<file path="src/rtl/lcd_spi_pkg.sv">
// Shared constants and types for the LCD SPI receive path.
// Command opcodes, decoder FSM states, default panel geometry.
package lcd_spi_pkg;

  localparam logic [7:0] CMD_SET_COLUMN = 8'h2A;
  localparam logic [7:0] CMD_SET_PAGE   = 8'h2B;
  localparam logic [7:0] CMD_WRITE_RAM  = 8'h2C;

  localparam int H_RES_DEF = 240;
  localparam int V_RES_DEF = 320;

  typedef enum logic [2:0] {
    ST_IDLE,
    ST_CASET,
    ST_PASET,
    ST_RAMWR_HI,
    ST_RAMWR_LO,
    ST_IGNORE
  } state_t;

  // A 16-bit window coordinate is out of range
  // when any bit above the 9-bit address is set.
  function automatic logic coord_ovf(
    input logic [15:0] c
  );
    return |c[15:9];
  endfunction

endpackage

</file>
<file path="src/rtl/spi_byte_rx.sv">
// SPI mode-0 byte receiver: synchronises cs/sclk/mosi/dc into clk.
// Ports: cs/sclk/mosi/dc in; rx_byte, rx_data (dc), rx_stb pulse out.
module spi_byte_rx #(
  parameter int SYNC_STAGES = 2
) (
  input  logic       i_clk,
  input  logic       i_rst,
  input  logic       cs,
  input  logic       sclk,
  input  logic       mosi,
  input  logic       dc,
  output logic [7:0] rx_byte,
  output logic       rx_data,
  output logic       rx_stb
);

  logic [SYNC_STAGES-1:0] cs_q;
  logic [SYNC_STAGES-1:0] sclk_q;
  logic [SYNC_STAGES-1:0] mosi_q;
  logic [SYNC_STAGES-1:0] dc_q;
  logic                   sclk_d;
  logic [6:0]             shift;
  logic [2:0]             cnt;

  logic cs_s;
  logic sclk_s;
  logic mosi_s;
  logic dc_s;
  logic rise;

  assign cs_s   = cs_q[SYNC_STAGES-1];
  assign sclk_s = sclk_q[SYNC_STAGES-1];
  assign mosi_s = mosi_q[SYNC_STAGES-1];
  assign dc_s   = dc_q[SYNC_STAGES-1];
  assign rise   = sclk_s & ~sclk_d;

  // cs idles high so a reset link looks deselected.
  always_ff @(posedge i_clk or posedge i_rst) begin
    if (i_rst) begin
      cs_q   <= '1;
      sclk_q <= '0;
      mosi_q <= '0;
      dc_q   <= '0;
      sclk_d <= 1'b0;
    end else begin
      cs_q   <= {cs_q[SYNC_STAGES-2:0], cs};
      sclk_q <= {sclk_q[SYNC_STAGES-2:0], sclk};
      mosi_q <= {mosi_q[SYNC_STAGES-2:0], mosi};
      dc_q   <= {dc_q[SYNC_STAGES-2:0], dc};
      sclk_d <= sclk_s;
    end
  end

  // Deselect drops a partial byte; 3-bit count
  // wraps to zero on the eighth edge by itself.
  always_ff @(posedge i_clk or posedge i_rst) begin
    if (i_rst) begin
      shift   <= '0;
      cnt     <= '0;
      rx_byte <= '0;
      rx_data <= 1'b0;
      rx_stb  <= 1'b0;
    end else begin
      rx_stb <= 1'b0;
      if (cs_s) begin
        cnt <= '0;
      end else if (rise) begin
        shift <= {shift[5:0], mosi_s};
        cnt   <= cnt + 3'd1;
        if (cnt == 3'd7) begin
          rx_byte <= {shift, mosi_s};
          rx_data <= dc_s;
          rx_stb  <= 1'b1;
        end
      end
    end
  end

endmodule

</file>
<file path="src/rtl/spi_lcd_rx_decoder.sv">
// LCD SPI display-side decoder: CASET/PASET/RAMWR to pixel strobes.
// Ports: SPI in (cs/sclk/mosi/dc); cmd, pixel, window, error out.
module spi_lcd_rx_decoder
  import lcd_spi_pkg::*;
#(
  parameter int H_RES       = H_RES_DEF,
  parameter int V_RES       = V_RES_DEF,
  parameter int SYNC_STAGES = 2
) (
  input  logic        i_clk,
  input  logic        i_rst,
  input  logic        i_cs,
  input  logic        i_sclk,
  input  logic        i_mosi,
  input  logic        i_dc,
  output logic [7:0]  o_cmd,
  output logic        o_cmd_valid,
  output logic        o_pix_we,
  output logic [8:0]  o_pix_x,
  output logic [8:0]  o_pix_y,
  output logic [15:0] o_pix_data,
  output logic [8:0]  o_xs,
  output logic [8:0]  o_xe,
  output logic [8:0]  o_ys,
  output logic [8:0]  o_ye,
  output logic        o_err
);

  localparam logic [8:0] XE_RST = 9'(H_RES - 1);
  localparam logic [8:0] YE_RST = 9'(V_RES - 1);

  logic [7:0] rx_byte;
  logic       rx_data;
  logic       rx_stb;

  spi_byte_rx #(
    .SYNC_STAGES(SYNC_STAGES)
  ) u_rx (
    .i_clk   (i_clk),
    .i_rst   (i_rst),
    .cs      (i_cs),
    .sclk    (i_sclk),
    .mosi    (i_mosi),
    .dc      (i_dc),
    .rx_byte (rx_byte),
    .rx_data (rx_data),
    .rx_stb  (rx_stb)
  );

  state_t     st;
  state_t     st_n;
  logic [1:0] idx;
  logic [7:0] sh0;
  logic [7:0] sh1;
  logic [7:0] sh2;
  logic [7:0] hi_byte;
  logic [8:0] cur_x;
  logic [8:0] cur_y;

  logic        cmd_hit;
  logic        dat_hit;
  logic        last_par;
  logic        win_ok;
  logic [15:0] s16;
  logic [15:0] e16;

  logic err_n;
  logic we_n;
  logic cv_n;

  assign cmd_hit  = rx_stb & ~rx_data;
  assign dat_hit  = rx_stb & rx_data;
  assign last_par = (idx == 2'd3);
  assign win_ok   = (o_xs <= o_xe) && (o_ys <= o_ye);
  assign s16      = {sh0, sh1};
  assign e16      = {sh2, rx_byte};

  always_ff @(posedge i_clk or posedge i_rst) begin
    if (i_rst) st <= ST_IDLE;
    else       st <= st_n;
  end

  always_comb begin
    st_n = st;
    if (cmd_hit) begin
      unique case (1'b1)
        (rx_byte == CMD_SET_COLUMN): st_n = ST_CASET;
        (rx_byte == CMD_SET_PAGE):   st_n = ST_PASET;
        (rx_byte == CMD_WRITE_RAM):  st_n = ST_RAMWR_HI;
        default:                     st_n = ST_IGNORE;
      endcase
    end else if (dat_hit) begin
      case (st)
        ST_CASET,
        ST_PASET:    if (last_par) st_n = ST_IDLE;
        ST_RAMWR_HI: st_n = ST_RAMWR_LO;
        ST_RAMWR_LO: st_n = ST_RAMWR_HI;
        default:     st_n = st;
      endcase
    end
  end

  // A command aborting an unfinished window
  // or a half pixel is a protocol error.
  always_comb begin
    cv_n  = cmd_hit;
    err_n = 1'b0;
    we_n  = 1'b0;
    if (cmd_hit) begin
      err_n = (st == ST_CASET) ||
              (st == ST_PASET) ||
              (st == ST_RAMWR_LO);
    end else if (dat_hit) begin
      case (st)
        ST_IDLE: err_n = 1'b1;
        ST_CASET,
        ST_PASET: begin
          if (last_par)
            err_n = coord_ovf(s16) |
                    coord_ovf(e16);
        end
        ST_RAMWR_LO: begin
          we_n  = win_ok;
          err_n = ~win_ok;
        end
        default: ;
      endcase
    end
  end

  always_ff @(posedge i_clk or posedge i_rst) begin
    if (i_rst) begin
      o_cmd       <= '0;
      o_cmd_valid <= 1'b0;
      o_pix_we    <= 1'b0;
      o_pix_x     <= '0;
      o_pix_y     <= '0;
      o_pix_data  <= '0;
      o_err       <= 1'b0;
      o_xs        <= '0;
      o_xe        <= XE_RST;
      o_ys        <= '0;
      o_ye        <= YE_RST;
      idx         <= '0;
      sh0         <= '0;
      sh1         <= '0;
      sh2         <= '0;
      hi_byte     <= '0;
      cur_x       <= '0;
      cur_y       <= '0;
    end else begin
      o_cmd_valid <= cv_n;
      o_pix_we    <= we_n;
      o_err       <= err_n;
      if (cmd_hit) begin
        o_cmd <= rx_byte;
        idx   <= '0;
        if (rx_byte == CMD_WRITE_RAM) begin
          cur_x <= o_xs;
          cur_y <= o_ys;
        end
      end else if (dat_hit) begin
        case (st)
          ST_CASET,
          ST_PASET: begin
            idx <= idx + 2'd1;
            case (idx)
              2'd0:    sh0 <= rx_byte;
              2'd1:    sh1 <= rx_byte;
              2'd2:    sh2 <= rx_byte;
              default: ;
            endcase
            // Window swaps in only once all
            // four bytes have arrived.
            if (last_par) begin
              if (st == ST_CASET) begin
                o_xs <= s16[8:0];
                o_xe <= e16[8:0];
              end else begin
                o_ys <= s16[8:0];
                o_ye <= e16[8:0];
              end
            end
          end
          ST_RAMWR_HI: hi_byte <= rx_byte;
          ST_RAMWR_LO: begin
            if (win_ok) begin
              o_pix_x    <= cur_x;
              o_pix_y    <= cur_y;
              o_pix_data <= {hi_byte, rx_byte};
              if (cur_x < o_xe) begin
                cur_x <= cur_x + 9'd1;
              end else begin
                cur_x <= o_xs;
                if (cur_y < o_ye)
                  cur_y <= cur_y + 9'd1;
                else
                  cur_y <= o_ys;
              end
            end
          end
          default: ;
        endcase
      end
    end
  end

endmodule

</file>
<file path="config.mk">
export PLATFORM = sky130hd
export DESIGN_NAME = spi_lcd_rx_decoder
export DESIGN_NICKNAME = d
export VERILOG_FILES = /design/src/rtl/lcd_spi_pkg.sv /design/src/rtl/spi_byte_rx.sv /design/src/rtl/spi_lcd_rx_decoder.sv
export SDC_FILE = /design/constraint.sdc
export NUM_CORES = 1
export LEC_CHECK = 0
export BUFFER_PORTS_ARGS = -buffer_cell sky130_fd_sc_hd__clkbuf_2
export CAP_MARGIN = 10
export CORE_MARGIN = 2
export CORE_UTILIZATION = 49
export CTS_CLUSTER_DIAMETER = 150
export CTS_CLUSTER_SIZE = 12
export DETAILED_ROUTE_END_ITERATION = 6
export GPL_ROUTABILITY_DRIVEN = 1
export PLACE_DENSITY = 0.69
export REMOVE_ABC_BUFFERS = 1
export SKIP_LAST_GASP = 1
export SLEW_MARGIN = 20
export SYNTH_ARGS = -nofsm -noshare
export SYNTH_HDL_FRONTEND = slang
export SYNTH_SLANG_ARGS = --single-unit
</file>
<file path="constraint.sdc">
create_clock -name i_clk -period 12.4 [get_ports i_clk]
set_clock_uncertainty 0.1 [all_clocks]
set_input_delay 1.86 -clock i_clk [delete_from_list [all_inputs] [get_ports i_clk]]
set_output_delay 1.86 -clock i_clk [all_outputs]
set_load 0.1 [all_outputs]
</file>
==> results of run 1 <==
==> metrics by stage <==
stage | util [%] | instances
finish | 57.91 | 1013
global route | 57.91 | 1013
CTS | 57.84 | 1012
detailed placement | 53.98 | 981
global placement | 53.98 | 981
floorplan | - | 680
==> flip-flops by register name (all words and copies together) (netlist names), 3 cells and up <==
name	count
sh1	8
o_ye	9
hi_byte	8
u_rx.shift	7
o_pix_data	16
o_ys	9
sh0	8
o_pix_x	9
o_pix_y	9
u_rx.rx_byte	8
cur_y	9
o_xs	9
o_cmd	8
st	3
u_rx.cnt	3
cur_x	9
o_xe	9
sh2	8
==> cell families after synthesis <==
group                      Yosys count  synth area share [%]
muxes                               76                 10.98
xor gates and xnor gates             2                0.2271
AOI/OAI and AO/OA                  110                 9.424
buffers and inverters               62                 3.633
adders and majority gates           42                 6.813
and+or+nand+nor                    259                 15.13
DFF                                165                 53.79
==> routing by layer <==
layer  routed length [microns]  track usage, %  vias up
met3                       729           4.377       32
met1                      7733           29.28     2739
met4                       352           7.653        0
met2                      8972           39.13      146
li1                          -               -     2614
met5                         0               0        -
==> power breakdown <==
part           internal [mW]  switching [mW]  total [mW]
Clock                  0.301           0.228       0.530
Sequential             0.550         0.00673       0.557
Combinational        0.00864          0.0135      0.0222
==> area by class of cell <==
cell class                      count  share of cell area [%]
Sequential cell                   165                   46.78
Multi-Input combinational cell    489                   37.10
Timing Repair Buffer               91                   5.319
Clock buffer                       17                   4.797
Tap cell                          211                   2.977
Clock inverter                     14                   1.862
Inverter                           26                   1.157
==> layout by cell type (no fill, tap or decap), types with 8 or more instances in the layout <==
master     Yosys  final
mux2_2        62     62
clkbuf_16      0     17
a21oi_1       28     28
nand4_1        8      8
o21ai_0       46     46
nor2_1        21     21
ha_1          42     42
dfrtp_1      149    149
nand2_1      174    174
clkbuf_2       0     86
inv_1         24     23
dfstp_2       16     16
nand3_1       19     19
==> worst min-delay path by stage <==
stage                                end  slack, ns  depth (start not counted)
after floorplan             u_rx.dc_q[1]       0.23                          0
after global placement    u_rx.mosi_q[1]       0.23                          0
after detailed placement    u_rx.dc_q[1]       0.24                          0
after CTS                   u_rx.dc_q[1]       0.25                          0
after global routing        u_rx.dc_q[1]       0.26                          0
final                       u_rx.dc_q[1]       0.25                          0
==> critical path, stage by stage (launching register included) <==
cell	delay, ns
dfstp_2	0.54
inv_1	0.07
ha_1	0.29
a211oi_1	0.24
nor2_1	0.10
nor4b_2	0.32
o22ai_2	0.22
o21ai_1	0.65
and3_1	0.44
mux2_2	0.38
==> Yosys cell counts, types with 2 or more instances <==
library cell  count
mux2_2           62
o21ai_0          46
inv_2             2
o311ai_0          2
dfrtp_1         149
a21o_1            2
nor3_4            2
dfstp_2          16
a2111oi_4         2
buf_2            13
a21oi_1          28
nor2_1           21
and3_1            5
o2bb2ai_1         2
or2_2             2
nor4_1            3
mux2_1            7
inv_1            24
ha_1             42
nand3_1          19
o21a_1            5
nand2_1         174
nand4_1           8
nand2b_1          6
a41oi_1           5
clkbuf_1         19
nor2b_1           3
nor2_2            2
and4_1            2
buf_4             2
or2b_1            2
mux2i_1           7
==> out/qor.csv, run 1 <==
metric,value,unit
Reg area,4149,sq um
outcome,finished clean,
Pwr Total,1.108,mW
RSZ-0062 raised after global routing,false,
maxcap violations,0,
die area,16760,sq um
root buffer cell,clkbuf_16,
max-slew violation count,0,
Yosys top cell by area,dfrtp_1,
LEAKAGE,4.380,nW
top_reg_cell synth,dfrtp_1,
Crit Path Max Fanout,11,
period utilisation layout,27.88,%
Synth area leaders,"dfrtp_1, mux2_2, nand2_1",
core area,15310,sq um
syn avg cell area,10.77,sq um
via count,5531,
I/O Buffers,86,
Min-Delay Startpoint,u_rx.dc_q[0],
Hold Path Class,register to register,
chip height,129.5,microns
H-tree levels,4,
Post-Route WL,17.79,mm
critical path required time,12.61,ns
CTS clock-pin slew for the worst setup and hold paths,0.07,ns
GPL Wtd Cong,0.8895,
post-synth top area share,48.34,%
Critical Path End Type,register,
dpl ws,8.721,ns
CTS tree,done,
CP Launch Type,register,
worst r2r src,o_xe[6],
mapped cell area,7714,sq um
Post-CTS Hold Buffers,0,
layout net count,838,
YS warnings,0,
Post-CTS Setup Inserts,0,
Worst slew margin,30.82,%
GR Util All Layers,22.83,%
PnR worst setup slack,8.943,ns
initial antenna violation count,0,
area of the multi-input gates,3291,sq um
largest net degree at the start of global routing,100,
Register-to-Register Path Depth,9,
cts bufs inserted,17,
Worst Setup SP,o_xe[6],
maximum root-to-sink buffer count,2,
register-to-register setup slack,8.94,ns
placed cell area,8267,sq um
fmax,0.2892,GHz
DRT antenna net count,0,
1st-pass router iterations,5,
ys async rst share,100.0,%
vias per cell,5.460,
post-detailed-route DRC marker count,0,
vias in the first global route,5682,
share of layout cells above drive strength 1,27.68,%
Arrival @ worst endpoint,3.67,ns
Fillers,1299,
Power Density,125.0,nW/um^2
Ports,87,
worst r2r dst,cur_y[0],
Clock Latency Late Sink,0.44,ns
gr ovfl total,0,
Post-Synthesis Cells,716,
post-layout min period,3.457,ns
Post-synth EDFFs,0,
final setup TNS,0,ns
post_cts resized,0,
"Seq/Total Area, Yosys",53.79,%
num rows,45,
layout overhead on the synthesized area,14.97,%
Initial Util,50.37,%
Crit Path Class,register to register,
Final Hold Violating Endpoints,0,
post-route cell area,8869,sq um
worst vdd ir,0.1013,mV
Num Clock Sinks,165,
Setup crit end,cur_y[0],
Fin Hold WS,0.2494,ns
hpwl dp,12.20,mm
n_diodes,0,
Tightest Pin Transition,1.034,ns
unique cell type count in the Yosys netlist,64,
first-pass GRT wire length,29.23,mm
DR WL/cell,17.56,microns
overall die width,129.5,microns
count of final setup violators,0,
"FF+latch count, synth",165,
initial DRC count,432,
(Power assumes the default switching activity.)
==> run 2, diff against run 1 <==
- ABC_AREA: unset -> 1
- clock period: 12.4 -> 3.5 ns (I/O delays scaled with it)
==> out/qor.csv, run 2 <==
metric,value,unit,change
Post-Route WL,17.62,mm,-0.96%
post-detailed-route DRC marker count,0,,unchanged
hpwl dp,12.36,mm,+1.3%
post_cts resized,0,,unchanged
Tightest Pin Transition,1.003,ns,-0.03179 ns
cts bufs inserted,17,,unchanged
PnR worst setup slack,0.9212,ns,-8.021 ns
post-layout util,57.17,%,-0.74 points
Ports,87,,unchanged
unique cell type count in the Yosys netlist,38,,-41%
Num Clock Sinks,165,,unchanged
XOR/XNOR Fraction of Synth Area,1.345,%,+1.1 points
Pwr Total,3.740,mW,+240%
syn avg cell area,8.685,sq um,-19%
YS warnings,0,,unchanged
post-layout min period,2.579,ns,-0.8786 ns
period utilisation layout,73.68,%,+46 points
final setup TNS,0,ns,unchanged
Largest register FFs,16,,unchanged
main combinational cell family by area after synthesis,simple AND/OR/NAND/NOR gates,,
Synth Area in Simple Gates,21.29,%,+6.2 points
root buffer cell,clkbuf_16,,
Initial Util,49.75,%,-0.62 points
Adder-Cell Fraction of Synth Area,6.723,%,-0.089 points
initial DRC count,415,,-3.9%
I/O Buffers,86,,unchanged
RSZ-0062 raised after global routing,false,,
Fin Hold WS,0.08059,ns,-0.1689 ns
mux cell area share after synthesis,0.5122,%,-10 points
layout net count,1033,,+23%
H-tree levels,4,,unchanged
ys async rst share,100.0,%,unchanged
mapped cell area,7816,sq um,+1.3%
Post-CTS Hold Buffers,0,,unchanged
Crit Path Max Fanout,25,,+14
Post-synth EDFFs,0,,unchanged
Clock Latency Late Sink,0.43,ns,about the same
via count,6031,,+9.0%
first-pass GRT wire length,29.43,mm,+0.68%
"Seq/Total Area, Yosys",53.08,%,-0.71 points
die area,16980,sq um,+1.3%
met1 usage,31.12,%,+1.8 points
outcome,finished clean,,
count of final setup violators,0,,unchanged
max-slew violation count,0,,unchanged
Arrival @ worst endpoint,2.84,ns,-0.83 ns
gr ovfl total,0,,unchanged
Hold Path Class,input pin to register,,
CTS tree,done,,
most frequent cells in the layout,"nand2_1, dfrtp_1, o21ai_0",,
"most common cell after layout, fill and taps aside",nand2_1,,
CTS clock-pin slew for the worst setup and hold paths,0.06,ns,about the same
critical-path cell list,inv_1 -> ha_1 -> nand2_1 -> inv_1 -> nand2_1 -> nor2_1 -> nand4_1 -> nand2_1 -> nand4_4 -> inv_2 -> nand2_1 -> nand2_1,,
worst vdd ir,0.3704,mV,+270%
num rows,46,,+2.2%
Post-CTS Setup Inserts,0,,unchanged
Layout Cells excl Fill,1213,,+20%
most common cell in the netlist,nand2_1,,
DRT antenna net count,0,,unchanged
compound-cell area share of the yosys netlist,10.68,%,+1.3 points
Placed Cells,1182,,+20%
Yosys top cell by area,dfrtp_1,,
top_reg_cell synth,dfrtp_1,,
GR Util All Layers,22.59,%,-0.24 points
Register-to-Register Path Depth,12,,+3
critical path required time,3.76,ns,-8.85 ns
Final Hold Violating Endpoints,0,,unchanged
CP Launch Type,register,,
Worst slew margin,33.00,%,+2.2 points
"top cells by count, synth","nand2_1, dfrtp_1, o21ai_0, inv_1, ha_1",,
fmax,0.3878,GHz,+34%
vias in the first global route,5751,,+1.2%
"FF+latch count, synth",165,,unchanged
Post-Synthesis Cells,900,,+26%
register-to-register setup slack,0.92,ns,-8.02 ns
1st-pass router iterations,5,,unchanged
GRT busiest layer,met2,,
LEAKAGE,4.469,nW,+2.0%
core area,15710,sq um,+2.6%
Fillers,1406,,+8.2%
DR WL/cell,14.52,microns,-17%
post-route cell area,8982,sq um,+1.3%
overall die width,130.3,microns,+0.64%
share of layout cells above drive strength 1,16.85,%,-11 points
layout overhead on the synthesized area,14.92,%,about the same
vias per cell,4.972,,-8.9%
largest net degree at the start of global routing,70,,-30%
Power Density,416.4,nW/um^2,+230%
Crit Path Class,register to register,,
n_diodes,0,,unchanged
Crit path top cell by count,nand2_1,,
GPL Wtd Cong,0.8855,,-0.45%
Critical Path Max Stage Delay,0.55,ns,-0.10 ns
maximum root-to-sink buffer count,2,,unchanged
maxcap violations,0,,unchanged
post-synth top area share,47.70,%,-0.63 points
Synth area leaders,"dfrtp_1, nand2_1, o21ai_0",,
placed cell area,8441,sq um,+2.1%
chip height,130.3,microns,+0.64%
grt met3 use,4.182,%,-0.19 points
dpl ws,0.9170,ns,-7.804 ns
slowest library cell on the worst path,dfstp_2,,
Critical Path End Type,register,,
M2 GR Usage,36.46,%,-2.7 points
Largest Register,o_pix_data,,
initial antenna violation count,0,,unchanged
hold path depth,1,,+1
## run 2: cell count changes in the layout (fill, tap and decap cells not counted), moves of 7 or more
cell     change
inv_1       +65
mux2_2      -62
mux2_1       -7
a21oi_1     -18
o21ai_1     +27
nor3_1       +7
xor2_1       +9
nand2_1    +140
o21ai_0     +62
## run 2: power by group
group	internal [mW]	total, mW	switching (mW)	leakage [nW]
sequential	1.93	1.94	0.0107	2.23
clock	0.970	1.73	0.759	0.261
combinational	0.0152	0.0677	0.0525	1.98
total	2.92	3.74	0.822	4.47
## run 2: cell families after synthesis
family | after synthesis
and+or+nand+nor | 397
adders and majority gates | 42
xor gates and xnor gates | 12
AOI/OAI and AO/OA | 159
buffers and inverters | 121
DFF | 165
muxes | 4
## run 2: worst max-delay path, delay by kind of cell (launching register included)
kind / cells / cell delay (ns)
AND/OR/NAND/NOR: 8 / 1.03
flip-flops: 1 / 0.55
buffers and inverters: 3 / 0.57
adder cells (fa/ha/maj): 1 / 0.27
## run 2: final cells by class
type / count / area, sq um / area share [%]
timing repair buffer: 92 / 488.0 / 5.433
inverter: 95 / 364.1 / 4.053
tap: 216 / 270.3 / 3.009
clock inverter: 13 / 112.6 / 1.254
clock buffer: 18 / 429.2 / 4.778
multi-input combinational: 614 / 3169 / 35.28
sequential: 165 / 4149 / 46.19
## run 2: final timing paths
check / from / to
worst max register to register: o_xe[7] / o_pix_data[11]
min in group asynchronous: i_rst / o_pix_data[2]
worst min register to register: u_rx.mosi_q[0] / u_rx.mosi_q[1]
worst max-delay path: o_xe[7] / o_pix_data[11]
worst min-delay path: i_cs / u_rx.cs_q[0]
max in group asynchronous: i_rst / u_rx.cs_q[0]
## run 2: layer usage
metal	routed length, microns	up-vias
met5	0	-
met4	260	0
met3	631	19
met2	8314	120
met1	8409	2818
li1	-	3074
==> run 3, diff against run 2 <==
- PLACE_DENSITY: 0.69 -> 0.71
- clock period: 3.5 -> 2.2 ns (I/O delays scaled with it)
==> out/qor.csv, run 3 (synthesized netlist as in run 2, its figures left out) <==
metric,value,unit,change
Critical Path End Type,register,,
final setup TNS,-0.1175,ns,-0.1175 ns
initial antenna violation count,0,,unchanged
post-detailed-route DRC marker count,0,,unchanged
H-tree levels,4,,unchanged
period utilisation layout,100.9,%,+27 points
1st-pass router iterations,5,,unchanged
maxcap violations,0,,unchanged
Num Clock Sinks,165,,unchanged
register-to-register setup slack,-0.02,ns,-0.94 ns
Worst Setup SP,o_xe[1],,
critical path required time,2.41,ns,-1.35 ns
layout net count,1097,,+6.2%
cts bufs inserted,17,,unchanged
Register-to-Register Path Depth,12,,unchanged
Largest register FFs,16,,unchanged
vias per cell,5.092,,+2.4%
CTS clock-pin slew for the worst setup and hold paths,0.07,ns,about the same
GR Util All Layers,23.44,%,+0.84 points
share of layout cells above drive strength 1,27.68,%,+11 points
via count,6507,,+7.9%
PnR worst setup slack,-0.01968,ns,-0.9409 ns
CTS tree,done,,
GPL Wtd Cong,0.8545,,-3.5%
Largest Register,o_pix_data,,
num rows,46,,unchanged
"most common cell after layout, fill and taps aside",nand2_1,,
die area,16980,sq um,unchanged
post-layout util,64.00,%,+6.8 points
worst r2r dst,o_pix_data[6],,
Initial Util,49.75,%,unchanged
CP Launch Type,register,,
grt met3 use,4.797,%,+0.62 points
largest net degree at the start of global routing,52,,-26%
root buffer cell,clkbuf_16,,
Clock Latency Late Sink,0.43,ns,about the same
failing checks,setup timing,,
DR WL/cell,15.48,microns,+6.6%
Placed Cells,1230,,+4.1%
met1 usage,31.18,%,+0.061 points
Hold Path Class,register to register,,
Crit Path Class,register to register,,
DRT antenna net count,0,,unchanged
vias in the first global route,6126,,+6.5%
overall die width,130.3,microns,unchanged
outcome,finished with violations,,
fmax,0.4505,GHz,+16%
Worst slew margin,62.09,%,+29 points
post-layout min period,2.220,ns,-0.3591 ns
core area,15710,sq um,unchanged
RSZ-0062 raised after global routing,true,,
Post-Route WL,19.78,mm,+12%
Layout Cells excl Fill,1278,,+5.4%
M2 GR Usage,38.50,%,+2.0 points
Tightest Pin Transition,0.5710,ns,-0.4315 ns
Crit Path Max Fanout,7,,-72%
I/O Buffers,86,,unchanged
worst r2r src,o_xe[1],,
Final Hold Violating Endpoints,0,,unchanged
Arrival @ worst endpoint,2.43,ns,-0.41 ns
gr ovfl total,0,,unchanged
layout overhead on the synthesized area,28.65,%,
first-pass GRT wire length,30.64,mm,+4.1%
Power Density,640.3,nW/um^2,+54%
n_diodes,0,,unchanged
hpwl dp,13.21,mm,+6.9%
max-slew violation count,0,,unchanged
most frequent cells in the layout,"nand2_1, dfrtp_1, clkbuf_2",,
Fin Hold WS,0.2543,ns,+0.1737 ns
GRT busiest layer,met2,,
chip height,130.3,microns,unchanged
maximum root-to-sink buffer count,2,,unchanged
LEAKAGE,4.893,nW,+9.5%
initial DRC count,431,,+3.9%
Ports,87,,unchanged
Setup crit end,o_pix_data[6],,
worst vdd ir,0.5379,mV,+45%
count of final setup violators,10,,+10
==> run 3: final cells by class <==
| cell class | instances | area [sq um] |
|---|---|---|
| well taps | 216 | 270.3 |
| flip-flops and latches | 165 | 4149 |
| repair buffers | 154 | 1111 |
| inverters | 95 | 366.6 |
| multi-input cells | 616 | 3522 |
| clock inverters | 14 | 197.7 |
| clock buffers | 18 | 439.2 |
| fillers | 1272 | 5657 |
==> run 3: worst min path at each step <==
stage          slack [ns]      startpoint  cells past startpoint        endpoint
6_report             0.25  u_rx.sclk_q[0]                      0  u_rx.sclk_q[1]
5_1_grt              0.26    u_rx.cs_q[0]                      0    u_rx.cs_q[1]
4_1_cts              0.26  u_rx.sclk_q[0]                      0  u_rx.sclk_q[1]
3_5_place_dp         0.24  u_rx.sclk_q[0]                      0  u_rx.sclk_q[1]
3_3_place_gp         0.24    u_rx.dc_q[0]                      0    u_rx.dc_q[1]
2_1_floorplan        0.23    u_rx.dc_q[0]                      0    u_rx.dc_q[1]
==> run 3: per-layer routing <==
layer | wire [microns] | up-vias
met5 | 0 | -
met4 | 401 | 0
met3 | 765 | 27
met2 | 9804 | 153
met1 | 8811 | 3124
li1 | - | 3203
==> run 3: report_power, final <==
part | internal [mW] | switching (mW) | total (mW)
logic | 0.0350 | 0.0865 | 0.122
registers | 3.07 | 0.0172 | 3.09
clock network | 1.94 | 1.28 | 3.23
==> run 3: critical path: stages, from the launching register on <==
cell and delay, ns:
dfstp_2 0.56, inv_1 0.07, ha_1 0.29, nand2_1 0.07, nor2_1 0.04, o21ai_1 0.14, nand2_1 0.08, nand2_2 0.14
nand4_4 0.14, buf_12 0.18, clkbuf_16 0.16, nand2_2 0.05, o21ai_1 0.06
==> run 3: per-stage QoR <==
stage               power [mW]  cell area, sq um  worst slack [ns]
global placement         3.264              8851          -0.09439
floorplan                3.218              7677            -2.665
finish                   6.439             10060          -0.01968
detailed placement       3.267              8851           -0.1164
CTS                      6.478              9583          -0.01786
global route             6.652             10060           -0.1284
==> run 3: timing repair <==
action	CTS	global route
setup buffers	0	6
gates resized for setup	9	104
hold buffers	5	0
pin swaps	1	32
endpoints found under the setup margin	53	54
endpoints found under the hold margin	35	0
cloned	1	5
